## config.mk

```make
export PLATFORM = sky130hd
export DESIGN_NAME = cordic_rr_sched
export DESIGN_NICKNAME = d
export VERILOG_FILES = /design/src/rtl/cordic_rr_sched.sv
export SDC_FILE = /design/constraint.sdc
export NUM_CORES = 1
export LEC_CHECK = 0
export CAP_MARGIN = 0
export CORE_AREA = 2 2 124 126
export CTS_CLUSTER_SIZE = 30
export DETAILED_ROUTE_END_ITERATION = 7
export DIE_AREA = 0 0 126 128
export GPL_TIMING_DRIVEN = 0
export PLACE_DENSITY = 0.76
export SYNTH_ARGS = -nofsm -noshare
export SYNTH_HDL_FRONTEND = slang
export SYNTH_SLANG_ARGS = --single-unit
```

## constraint.sdc

```tcl
create_clock -name clk -period 7.3 [get_ports clk]
set_input_delay 1.095 -clock clk [delete_from_list [all_inputs] [get_ports clk]]
set_output_delay 1.095 -clock clk [all_outputs]
set_load 0.05 [all_outputs]
```

## src/rtl/cordic_rr_sched.sv

```systemverilog
// Round-robin front end that shares one iterative CORDIC rotation core among NREQ
// requesters: accepts jobs, range-checks the angle, launches the core under a watchdog.
module cordic_rr_sched #(
    parameter int NREQ     = 4,
    parameter int W        = 16,
    parameter int ANG_MAX  = 9000,
    parameter int WAIT_MAX = 32,
    localparam int IDW     = (NREQ > 1) ? $clog2(NREQ) : 1,
    localparam int CW      = $clog2(WAIT_MAX + 1)
) (
    input  logic              clk,
    input  logic              reset,
    input  logic [NREQ-1:0]   req_valid,
    output logic [NREQ-1:0]   req_ready,
    input  logic [NREQ*W-1:0] req_angle,
    input  logic [NREQ*W-1:0] req_xin,
    input  logic [NREQ*W-1:0] req_yin,
    output logic              core_start,
    output logic [W-1:0]      core_angle,
    output logic [W-1:0]      core_xin,
    output logic [W-1:0]      core_yin,
    input  logic              core_done,
    input  logic [W-1:0]      core_xout,
    input  logic [W-1:0]      core_yout,
    output logic              rsp_valid,
    output logic [IDW-1:0]    rsp_id,
    output logic [W-1:0]      rsp_xout,
    output logic [W-1:0]      rsp_yout,
    output logic              rsp_err,
    output logic              busy,
    output logic [2:0]        dbg_state
);

    localparam logic [2:0] S_IDLE  = 3'd0;
    localparam logic [2:0] S_GRANT = 3'd1;
    localparam logic [2:0] S_START = 3'd2;
    localparam logic [2:0] S_WAIT  = 3'd3;
    localparam logic [2:0] S_RESP  = 3'd4;

    // Handshake: a requester raises req_valid with stable operands and holds both until
    // the single-cycle req_ready pulse on its own bit; the job is accepted in that cycle.

    logic [2:0]     state;
    logic [IDW-1:0] gnt;
    logic [IDW-1:0] ptr;
    logic [CW-1:0]  cnt;

    logic [IDW-1:0] rr_win;
    logic [IDW-1:0] rr_idx;
    logic           rr_found;
    logic [W-1:0]   sel_angle;
    logic [W-1:0]   sel_xin;
    logic [W-1:0]   sel_yin;
    int             ang_i;
    logic           ang_bad;

    assign dbg_state = state;

    // Search upward from the requester after the last winner, wrapping around.
    always_comb begin
        rr_win   = '0;
        rr_idx   = '0;
        rr_found = 1'b0;
        for (int k = 0; k < NREQ; k++) begin
            rr_idx = IDW'((int'(ptr) + 1 + k) % NREQ);
            if (!rr_found && req_valid[rr_idx]) begin
                rr_found = 1'b1;
                rr_win   = rr_idx;
            end
        end
    end

    always_comb begin
        sel_angle = '0;
        sel_xin   = '0;
        sel_yin   = '0;
        for (int i = 0; i < NREQ; i++) begin
            if (gnt == IDW'(i)) begin
                sel_angle = req_angle[i*W +: W];
                sel_xin   = req_xin[i*W +: W];
                sel_yin   = req_yin[i*W +: W];
            end
        end
    end

    // Signed range check: both +ANG_MAX and -ANG_MAX are legal.
    always_comb begin
        ang_i   = int'(signed'(sel_angle));
        ang_bad = (ang_i > ANG_MAX) || (ang_i < -ANG_MAX);
    end

    always_ff @(posedge clk or posedge reset) begin
        if (reset) begin
            state      <= S_IDLE;
            gnt        <= '0;
            ptr        <= IDW'(NREQ - 1);
            cnt        <= '0;
            req_ready  <= '0;
            core_start <= 1'b0;
            core_angle <= '0;
            core_xin   <= '0;
            core_yin   <= '0;
            rsp_valid  <= 1'b0;
            rsp_id     <= '0;
            rsp_xout   <= '0;
            rsp_yout   <= '0;
            rsp_err    <= 1'b0;
            busy       <= 1'b0;
        end else begin
            req_ready  <= '0;
            core_start <= 1'b0;
            rsp_valid  <= 1'b0;
            case (state)
                S_IDLE: begin
                    if (|req_valid) begin
                        gnt       <= rr_win;
                        req_ready <= NREQ'(1) << rr_win;
                        state     <= S_GRANT;
                        busy      <= 1'b1;
                    end
                end
                S_GRANT: begin
                    core_angle <= sel_angle;
                    core_xin   <= sel_xin;
                    core_yin   <= sel_yin;
                    ptr        <= gnt;
                    if (ang_bad) begin
                        state     <= S_RESP;
                        rsp_valid <= 1'b1;
                        rsp_err   <= 1'b1;
                        rsp_id    <= gnt;
                        rsp_xout  <= '0;
                        rsp_yout  <= '0;
                    end else begin
                        state      <= S_START;
                        core_start <= 1'b1;
                    end
                end
                S_START: begin
                    cnt   <= '0;
                    state <= S_WAIT;
                end
                S_WAIT: begin
                    cnt <= cnt + 1'b1;
                    // core_done takes priority over a watchdog expiry in the same cycle.
                    if (core_done) begin
                        state     <= S_RESP;
                        rsp_valid <= 1'b1;
                        rsp_err   <= 1'b0;
                        rsp_id    <= gnt;
                        rsp_xout  <= core_xout;
                        rsp_yout  <= core_yout;
                    end else if (cnt == CW'(WAIT_MAX - 1)) begin
                        state     <= S_RESP;
                        rsp_valid <= 1'b1;
                        rsp_err   <= 1'b1;
                        rsp_id    <= gnt;
                        rsp_xout  <= '0;
                        rsp_yout  <= '0;
                    end
                end
                S_RESP: begin
                    state <= S_IDLE;
                    busy  <= 1'b0;
                end
                default: begin
                    state <= S_IDLE;
                    busy  <= 1'b0;
                end
            endcase
        end
    end

endmodule
```

; ---- Word level (Yosys, flattened, before mapping)
; Cells that the tools add are included.
[word_totals]
register_bits = 103
inputBits = 231
output_inout_bits = 93
wordCells = 112
[op_classes]
n_addsub = 5
magnitude_cmp = 6
n_eq_ne = 10
shifts = 1
mux = 57
bitwise_logic = 1
n_reduce_logical = 17
[op_table]
columns = cell, n
row1 = 2-to-1 mux 16 bit, 16
row2 = case mux 16 bit (2 select lines), 2
row3 = greater-than comparator 16 x 15 -> 1 bit (second input constant), 1
row4 = < comparator 16 x 15 -> 1 bit (second input constant), 1
row5 = 2-to-1 mux 1 bit, 16
row6 = 2-to-1 mux 2 bit, 7
row7 = < comparator 2 x 3 -> 1 bit (second input constant), 4
row8 = 2-to-1 mux 3 bit, 4
row9 = case mux 3 bit (4 select lines), 1
row10 = case mux 6 bit (2 select lines), 1
row11 = binary-select mux 1 bit (select 2 bit), 4
row12 = 2-to-1 mux 4 bit, 2
row13 = adder 2 bit (second input constant), 3
row14 = adder 6 x 1 -> 6 bit (second input constant), 1
row15 = == test 3 x 2 -> 1 bit (second input constant), 2
row16 = == test 6 x 5 -> 1 bit (second input constant), 1
row17 = case mux 1 bit (2 select lines), 3
row18 = AND reduction 2 bit, 3
row19 = == test 2 bit (second input constant), 2
row20 = inequality test 2 bit (second input constant), 2
row21 = case mux 2 bit (2 select lines), 1
row22 = nonzero test 2 bit, 2
row23 = OR reduction 4 bit, 1
row24 = << shifter 1 x 2 -> 4 bit (first input constant), 1
row25 = other kinds (12), 16

; ---- Logic depth before layout (Yosys ltp)
; Gate-level depths: netlist (run 1).
[logic_depth]
ltp_word = 16
depth_mapped = 10

; ---- Least setup slack after synthesis (run 1)
; No wires, ideal clock.
[synth_path]
path_kind = input to register
startpoint = input req_angle[50]
endpoint = register rsp_xout[0]
setup_time_ns = 0.068
arrival_time_ns = 2.886
required_ns = 7.232
setup_slack_ns = 4.346
stages = 7
path_buffers = 1
cell_sequence = mux4_2 > or4b_1 > nor3_2 > nand4b_2 > nand4_4 > buf_6 > a32o_1
[synth_between]
elab_chain_cells = 5
elab_cells_between_ends = 6
classes_between = order compare: 2 / eq/ne: 1 / mux: 1 / reduce/logical: 2
[synth_rtl]
columns = element, line_no
row1 = start: declaration, 15  ; input logic [NREQ*W-1:0] req_angle,
row2 = 2-to-1 mux 16 bit *, 78  ; if (gnt == IDW'(i)) begin
row3 = greater-than comparator 16 x 15 -> 1 bit or < comparator 16 x 15 -> 1 bit (tied branches), 89  ; ang_bad = (ang_i > ANG_MAX) || (ang_i < -ANG_MAX);
row4 = logical OR 1 bit *, 89
row5 = inequality test 2 bit (no line) *, n/a
row6 = AND reduction 3 bit (no line) *, n/a
row7 = end signal: assignment, 151  ; rsp_xout <= core_xout;
row8 = end: declaration, 27  ; output logic [W-1:0] rsp_xout,
; Mark *: on every way between the ends. The rest lies on a longest branch, timed or not.
; A chain may end at the register's enable or synchronous reset.

; ---- Worst setup path after layout (run 1)
[layout_path]
startpoint = input req_angle[50]
endpoint = register rsp_xout[15]
; Same word-level chain as after synthesis.

==> results.json, run 1 <==
{
  "netlist_area_um2": 5310,
  "cp_max_fo": 10,
  "cts_resized": 0,
  "drt_iter0_drc": 234,
  "grt_max_degree": 65,
  "hold_violations": 0,
  "synth-edff-count": 0,
  "slowest_stage": "or4b_1",
  "finalSetupViolCount": 0,
  "rr_endpoint": "rsp_xout[15]",
  "grt_util_met2": 0.409,
  "switching_share": 0.466,
  "grt_overflow": 0,
  "syn-num-nets": 597,
  "multi_input_area_um2": 2530,
  "status": "completed",
  "grt_pass1_wl_um": 28300,
  "p_per_area_nw_per_um2": 434,
  "cp-start-kind": "input port",
  "slowest_delay_ps": 570,
  "pwr-share-comb": 0.635,
  "fin_nets": 932,
  "ys_ff_latch": 103,
  "synthCells": 365,
  "fin_setup_tns_ps": 0,
  "cp-end-kind": "flip-flop",
  "slew_headroom": 0.442,
  "cts_sinks": 103,
  "num_vias": 4739,
  "drcViolationCount": 0,
  "fillers": 1194,
  "worstPathRequired_ps": 7580,
  "p_int_w": 0.00211,
  "hp-class": "flip-flop to flip-flop",
  "clkPwrFrac": 0.121,
  "critPathKind": "input port to flip-flop",
  "reg2regPathDepth": 9,
  "insertion_delay_ps": 350,
  "row_count": 45,
  "critPathLaunch": "req_angle[50]",
  "area_delta_synth_final_pct": 71.5,
  "h-tree-depth": 3,
  "final_core_util": 0.612,
  "switchingPower_w": 0.00184,
  "clock_path_buffers": 2,
  "cp-endpoint": "rsp_xout[15]",
  "port_buffers": 323,
  "fin_crit_ps": 3310,
  "root_buffer": "clkbuf_16",
  "crit_chain": "clkdlybuf4s50_1 > mux4_2 > or4b_1 > nor3_2 > nand4b_2 > nand4_4 > buf_6 > a32o_1",
  "antenna_cells": 0,
  "slew_violations": 0,
  "max-cap-violations": 0,
  "cp.depth": 8,
  "ff_latch_area_um2": 2580,
  "grt_busiest_layer": "met2",
  "die_area_um2": 16100,
  "p_total_w": 0.00395,
  "antenna_found_initial": 1,
  "numCtsBuffers": 9,
  "r2r_start": "gnt[1]",
  "drive_gt1_frac": 0.176,
  "avgRoutedWirePerCell_um": 20.7,
  "clk_pin_slew_ps": 80,
  "cts_setup_buffers": 0,
  "pin_count": 324,
  "ant_nets": 0,
  "coreArea_um2": 14900,
  "async_reset_ff_frac": 1.00,
  "cp_top_family": "simple AND/OR/NAND/NOR gates",
  "seq_area_frac_synth": 0.486,
  "max_freq_mhz": 303,
  "yosysWarnings": 0,
  "grt_use_met3": 0.0776,
  "grt_usage": 0.229,
  "cts_tree": "yes",
  "vias_per_cell": 5.31,
  "fin_skew_ps": 9.81,
  "grt_pass1_vias": 5216,
  "gr-usage-met1": 0.254,
  "finalWirelength_um": 18500,
  "start_util": 0.357,
  "critPathBufInv": 2,
  "worst_pin_slew_ps": 837,
  "gp_congestion": 0.811,
  "r2r_slack_ps": 4480,
  "yosys_most_used_dff": "dfrtp_1",
  "die_w_um": 126,
  "p_seq_frac": 0.244,
  "dieHeight_um": 128,
  "drtPass1Iterations": 4,
  "vdd_drop_max_mv": 0.300,
  "avgSynthCellArea_um2": 14.5,
  "power.leakage_nw": 3.62,
  "grt_setup_unrepaired": "false",
  "cp.arrival_ps": 3590,
  "synthDistinctLibCells": 41,
  "dp_hpwl_um": 15200,
  "ctsHoldBuffers": 0,
  "fin_crit_sh": 0.453
}
layout make-up:
cell class / count / area share
timing repair buffer: 324 / 0.358
sequential: 103 / 0.283
multi-input combinational: 224 / 0.278
tap: 188 / 0.0258
clock buffer: 9 / 0.0247
buffer: 28 / 0.0179
clock inverter: 7 / 0.00797
inverter: 10 / 0.00440
flip-flops by register name, summed over array words and instances, names as in the netlist:
signal,cells
gnt,2
dbg_state,3
rsp_valid,1
rsp_yout,16
core_yin,16
ptr,2
cnt,6
core_start,1
rsp_id,2
busy,1
rsp_xout,16
rsp_err,1
req_ready,4
core_angle,16
core_xin,16
power groups by stage:
stage	Combinational, W	Clock, W	Sequential (W)
after floorplan	0.000906	0	0.00173
after global placement	0.00250	0	0.000956
after CTS	0.00253	0.000494	0.000966
after global routing	0.00264	0.000519	0.000995
after detailed placement	0.00253	0	0.000972
final	0.00251	0.000480	0.000964
through the flow:
stage | worst slack, ps | std cells | area (um2) | hold WS, ps
6_report | 3990 | 893 | 9100 | 508
5_1_grt | 3920 | 893 | 9100 | 526
4_1_cts | 3990 | 893 | 9100 | 513
3_5_place_dp | 3620 | 877 | 8800 | 495
3_3_place_gp | 1950 | 876 | 8770 | 491
2_1_floorplan | 3500 | 365 | 5310 | 465
routing by layer:
metal	up-vias	part of all wire
met3	34	0.085
li1	2127	-
met1	2356	0.36
met5	-	0.00059
met4	2	0.026
met2	220	0.53
worst register-to-register path: cells and delay by family (launching register included):
kind / cells / cell delay (ps)
flip-flops: 1 / 450
multiplexers: 1 / 410
buffers and inverters: 3 / 870
AO/OA/AOI/OAI: 2 / 350
AND/OR/NAND/NOR: 3 / 630
synthesized netlist by cell type, drive strengths merged, types with 2 or more instances:
cell type,instances,area (um2)
dfrtp,101,2530
mux2,48,541
mux4,48,1110
a32o,32,320
nand2,18,67.6
nor2,16,60.1
o21ai,15,75.1
buf,14,110
clkbuf,14,52.6
inv,10,37.5
a21oi,6,30.0
a31oi,4,25.0
nand2b,4,25.0
nand3,4,20.0
nor3,4,30.0
and3,2,12.5
dfstp,2,52.6
mux2i,2,20.0
nand4,2,27.5
nor4,2,12.5
o21a,2,15.0
o22ai,2,12.5
o32ai,2,17.5
or3,2,17.5
how the worst min path moves through the flow:
stage | from | to | slack, ps | cells past startpoint
2_1_floorplan | cnt[2] | cnt[2] | 460 | 1
6_report | core_yin[11] | core_yin[11] | 510 | 1
4_1_cts | cnt[2] | cnt[2] | 510 | 1
3_3_place_gp | cnt[2] | cnt[2] | 490 | 1
3_5_place_dp | core_xin[8] | core_xin[8] | 500 | 1
5_1_grt | core_yin[11] | core_yin[11] | 530 | 1
cell families (layout without fill, tap and decap cells):
group                    after synthesis  count (layout)  synth area share
buffers and inverters                 38             378            0.0377
adder cells (fa/ha/maj)                1               1           0.00236
AO/OA/AOI/OAI                         67              67            0.0997
multiplexers                          98              98             0.315
flip-flops                           103             103             0.486
AND/OR/NAND/NOR                       58              58            0.0589
layout by cell type, fill, tap and decap left out, types with 2 or more instances in the layout:
cell type          n
and3_1             2
inv_1              9
nor2_1            16
buf_2              3
a32o_1            32
a31oi_1            4
buf_1              5
clkdlybuf4s50_1  323
nand2b_1           4
nor3_1             2
o32ai_1            2
mux2i_1            2
o22ai_1            2
clkbuf_1          14
clkbuf_16          9
buf_6              5
nand3_1            4
nor4_1             2
inv_6              2
mux4_1             8
o21ai_0           14
nand2_1           18
dfstp_2            2
mux2_2            48
dfrtp_1          101
o21a_1             2
mux4_2            40
inv_8              2
a21oi_1            6
nor3_2             2
Note: power is estimated with default switching activity, not from simulation.
==> run 2, diff against run 1 <==
--- a/config.mk
+++ b/config.mk
@@ -6,12 +6,12 @@
 export NUM_CORES = 1
 export LEC_CHECK = 0
 export CAP_MARGIN = 0
-export CORE_AREA = 2 2 124 126
+export CORE_MARGIN = 2
+export CORE_UTILIZATION = 34
 export CTS_CLUSTER_SIZE = 30
 export DETAILED_ROUTE_END_ITERATION = 7
-export DIE_AREA = 0 0 126 128
 export GPL_TIMING_DRIVEN = 0
-export PLACE_DENSITY = 0.76
+export PLACE_DENSITY = 0.75
 export SYNTH_ARGS = -nofsm -noshare
 export SYNTH_HDL_FRONTEND = slang
 export SYNTH_SLANG_ARGS = --single-unit
==> constraint.sdc (replaced) <==
create_clock -name clk -period 2.9 [get_ports clk]
set_input_delay 0.435 -clock clk [delete_from_list [all_inputs] [get_ports clk]]
set_output_delay 0.435 -clock clk [all_outputs]
set_load 0.05 [all_outputs]
==> results.json, run 2 (same netlist as run 1, synthesis figures left out) <==
{
  "status": "completed",
  "worst_pin_slew_ps": 811,
  "die_w_um": 129,
  "port_buffers": 323,
  "slew_headroom": 0.460,
  "drive_gt1_frac": 0.183,
  "p_per_area_nw_per_um2": 1090,
  "ctsHoldBuffers": 0,
  "insertion_delay_ps": 350,
  "critPathKind": "flip-flop to flip-flop",
  "fin_crit_ps": 2780,
  "cp_max_fo": 9,
  "row_count": 45,
  "p_total_w": 0.0100,
  "grt_max_degree": 39,
  "grt_overflow": 0,
  "max-cap-violations": 0,
  "finalWirelength_um": 18600,
  "drtPass1Iterations": 4,
  "final_core_util": 0.602,
  "vias_per_cell": 5.24,
  "holdWs_ps": 512,
  "ant_nets": 0,
  "worstPathRequired_ps": 3130,
  "pin_count": 324,
  "area_delta_synth_final_pct": 72.6,
  "slowest_delay_ps": 600,
  "crit_top_cell": "buf_6",
  "start_util": 0.349,
  "drcViolationCount": 0,
  "power.leakage_nw": 3.63,
  "dp_hpwl_um": 15100,
  "final_cell_mix": "clkdlybuf4s50_1 (323), dfrtp_1 (101), mux2_2 (48)",
  "h-tree-depth": 3,
  "avgRoutedWirePerCell_um": 20.7,
  "grt_pass1_vias": 5062,
  "coreArea_um2": 15200,
  "grt_pass1_wl_um": 27500,
  "root_buffer": "clkbuf_16",
  "max_freq_mhz": 359,
  "antenna_found_initial": 1,
  "clock_path_buffers": 2,
  "fin_skew_ps": 6.46,
  "slew_violations": 0,
  "hold_violations": 0,
  "drt_iter0_drc": 226,
  "fin_crit_sh": 0.960,
  "cts_tree": "yes",
  "dieHeight_um": 129,
  "fin_nets": 937,
  "gp_congestion": 0.850,
  "slowest_stage": "mux4_1",
  "cp-start-kind": "flip-flop",
  "cp.arrival_ps": 3010,
  "cp-end-kind": "flip-flop",
  "crit_chain": "buf_6 > mux4_1 > or4b_1 > nor3_2 > nand4b_2 > nand4_4 > buf_6 > buf_4 > nand2_1",
  "fillers": 1190,
  "grt_usage": 0.221,
  "critPathBufInv": 3,
  "hp-class": "flip-flop to flip-flop",
  "vdd_drop_max_mv": 0.540,
  "clk_pin_slew_ps": 80,
  "numCtsBuffers": 9,
  "finalSetupViolCount": 0,
  "final_common_cell": "clkdlybuf4s50_1",
  "cts_sinks": 103,
  "cp_top_family": "simple AND/OR/NAND/NOR gates",
  "num_vias": 4715,
  "die_area_um2": 16600
}
## run 2: changes by cell type in the layout (fill, tap and decap cells not counted), sizes merged
cell / change
clkbuf: +3
buf: +3
diode: +2
inv: -3
clkinv: +2
## run 2: worst paths after layout
check / start / cells past startpoint / endpoint / slack (ps)
max in group asynchronous: reset / 3 / ptr[0] / 1650
worst max register to register: gnt[0] / 9 / dbg_state[2] / 120
worst min-delay path: core_yin[2] / 1 / core_yin[2] / 510
worst min register to register: core_yin[2] / 1 / core_yin[2] / 510
worst max-delay path: gnt[0] / 9 / dbg_state[2] / 120
min in group asynchronous: reset / 2 / core_yin[13] / 560
## run 2: area by class of cell
cell class,instances,area [um2],area share
clock buffer,10,229,0.0250
tap,188,235,0.0257
timing repair buffer,329,3310,0.361
inverter,10,41.3,0.00451
antenna,2,5.00,0.000547
buffer,28,176,0.0193
clock inverter,6,55.1,0.00601
multi-input combinational,224,2530,0.276
sequential,103,2580,0.282
## run 2: per-layer routing
metal,vias up,GRT usage,part of all wire
li1,2142,-,-
met1,2342,0.254,0.37
met2,202,0.392,0.54
met3,29,0.0578,0.069
met4,0,0.0902,0.026
met5,-,0,0
## run 2: repair_timing
action / 4_1_cts / 5_1_grt
resized for setup: 0 / 8
setup buffers: 0 / 3
endpoints found under the setup margin: 0 / 28
## run 2: where the power goes
group          internal (W)  switching [W]
Sequential          0.00206       0.000368
Combinational       0.00271        0.00368
Clock              0.000599       0.000578
Total               0.00537        0.00463
## run 2: metrics by stage
step / std cells / TNS, ps / setup WS (ps) / area (um2)
floorplan: 365 / 0 / 532 / 5310
global route: 899 / -6.35 / -4.35 / 9150
CTS: 894 / 0 / 68.7 / 9100
detailed placement: 878 / -2370 / -110 / 8820
global placement: 876 / -1440 / -54.3 / 8780
finish: 900 / 0 / 117 / 9160
==> run 3, diff against run 2 <==
--- a/config.mk
+++ b/config.mk
@@ -12,6 +12,7 @@
 export DETAILED_ROUTE_END_ITERATION = 7
 export GPL_TIMING_DRIVEN = 0
 export PLACE_DENSITY = 0.75
+export REMOVE_ABC_BUFFERS = 1
 export SYNTH_ARGS = -nofsm -noshare
 export SYNTH_HDL_FRONTEND = slang
 export SYNTH_SLANG_ARGS = --single-unit
==> results.json, run 3 (same netlist as run 1, synthesis figures left out) <==
{
  "dpl_worst_slack_ps": -245,
  "drcViolationCount": 0,
  "root_buffer": "clkbuf_16",
  "hold_end": "core_angle[11]",
  "fin_nets": 917,
  "fin_crit_sh": 0.964,
  "coreArea_um2": 15200,
  "antenna_found_initial": 2,
  "gp_congestion": 0.856,
  "worstPathRequired_ps": 3070,
  "h-tree-depth": 3,
  "cts_tree": "yes",
  "final_core_util": 0.609,
  "num_vias": 4663,
  "fin_skew_ps": 7.59,
  "start_util": 0.349,
  "hp-start": "core_angle[11]",
  "reg2regPathDepth": 8,
  "die_w_um": 129,
  "grt_max_degree": 60,
  "cp_max_fo": 13,
  "r2r_start": "gnt[0]",
  "die_area_um2": 16600,
  "cp-end-kind": "flip-flop",
  "grt_pass1_wl_um": 27100,
  "hp-class": "flip-flop to flip-flop",
  "hold_path_depth": 1,
  "area_delta_synth_final_pct": 74.4,
  "critPathKind": "flip-flop to flip-flop",
  "cp.arrival_ps": 2960,
  "grt_pass1_vias": 4966,
  "vias_per_cell": 5.31,
  "pin_count": 324,
  "final_cell_mix": "clkdlybuf4s50_1 (323), dfrtp_1 (99), mux2_2 (48)",
  "p_int_w": 0.00563,
  "dp_cells": 852,
  "cp-start-kind": "flip-flop",
  "dp_hpwl_um": 13600,
  "finalWirelength_um": 18300,
  "grt_usage": 0.217,
  "p_total_w": 0.0103,
  "insertion_delay_ps": 340,
  "grt_overflow": 0,
  "rr_endpoint": "rsp_err",
  "port_buffers": 323,
  "numCtsBuffers": 9,
  "status": "completed",
  "clock_path_buffers": 2,
  "switchingPower_w": 0.00466,
  "worst_pin_slew_ps": 1320,
  "power.leakage_nw": 3.70,
  "drtPass1Iterations": 4,
  "switching_share": 0.453,
  "clk_pin_slew_ps": 70,
  "max_freq_mhz": 358,
  "hold_violations": 0,
  "final_common_cell": "clkdlybuf4s50_1",
  "drive_gt1_frac": 0.194,
  "row_count": 45,
  "final_cells": 878,
  "slew_headroom": 0.120,
  "max-cap-violations": 0,
  "cts_sinks": 103,
  "drt_iter0_drc": 218,
  "avgRoutedWirePerCell_um": 20.9,
  "vdd_drop_max_mv": 0.529,
  "dieHeight_um": 129,
  "r2r_slack_ps": 100,
  "fin_crit_ps": 2800,
  "p_per_area_nw_per_um2": 1110,
  "fin_ws_ps": 103,
  "ant_nets": 0,
  "p_seq_frac": 0.242,
  "slew_violations": 0,
  "antenna_cells": 0,
  "pwr-share-comb": 0.634,
  "ctsHoldBuffers": 0,
  "finalSetupViolCount": 0,
  "clkPwrFrac": 0.124
}
## run 3: worst max path at each step
stage,startpoint,to,cells past startpoint
2_1_floorplan,dbg_state[0],rsp_xout[0],4
3_3_place_gp,dbg_state[0],rsp_yout[4],4
3_5_place_dp,gnt[0],rsp_xout[8],7
4_1_cts,gnt[0],rsp_yout[11],8
5_1_grt,gnt[0],rsp_err,8
6_report,gnt[0],rsp_err,8
## run 3: layer usage
metal  up-vias  track usage  share of wire
met5         -            0        0.00055
met2       228        0.392           0.53
met4         2       0.0780          0.024
met3        32       0.0665          0.081
met1      2301        0.243           0.37
li1       2100            -              -
## run 3: timing repair
item                                    in CTS  in global routing
resized for setup                            6                  2
pin swaps                                    5                  3
cloned                                       4                  0
endpoints found under the setup margin      37                 37
setup buffers                                4                  2
## run 3: power by group through the flow
stage | Sequential (W) | Combinational (W) | Clock, W
6_report | 0.00249 | 0.00653 | 0.00128
5_1_grt | 0.00257 | 0.00686 | 0.00135
4_1_cts | 0.00250 | 0.00651 | 0.00130
3_5_place_dp | 0.00252 | 0.00614 | 0
3_3_place_gp | 0.00270 | 0.00583 | 0
2_1_floorplan | 0.00456 | 0.00196 | 0
## run 3: per-stage QoR
stage | TNS (ps) | cell area [um2] | hold slack (ps)
after global placement | -370400 | 8610 | 487
after detailed placement | -7960 | 8720 | 494
final | 0 | 9260 | 508
after floorplan | -128940 | 5140 | 465
after CTS | 0 | 9210 | 512
after global routing | -1.99 | 9260 | 530
## run 3: final cells by class
class / count / area [um2]
timing repair buffer: 335 / 3480
fill: 1191 / 5950
inverter: 10 / 40.0
tap: 188 / 235
clock buffer: 11 / 253
sequential: 103 / 2590
multi-input combinational: 226 / 2600
clock inverter: 5 / 62.6
## run 3: worst max-delay path: stages (launching register included)
cell	delay [ps]
dfrtp_4	460
buf_16	180
mux4_2	520
or4b_4	590
nor3_4	210
nand4b_4	240
nand4_4	170
buf_12	140
a31oi_1	90
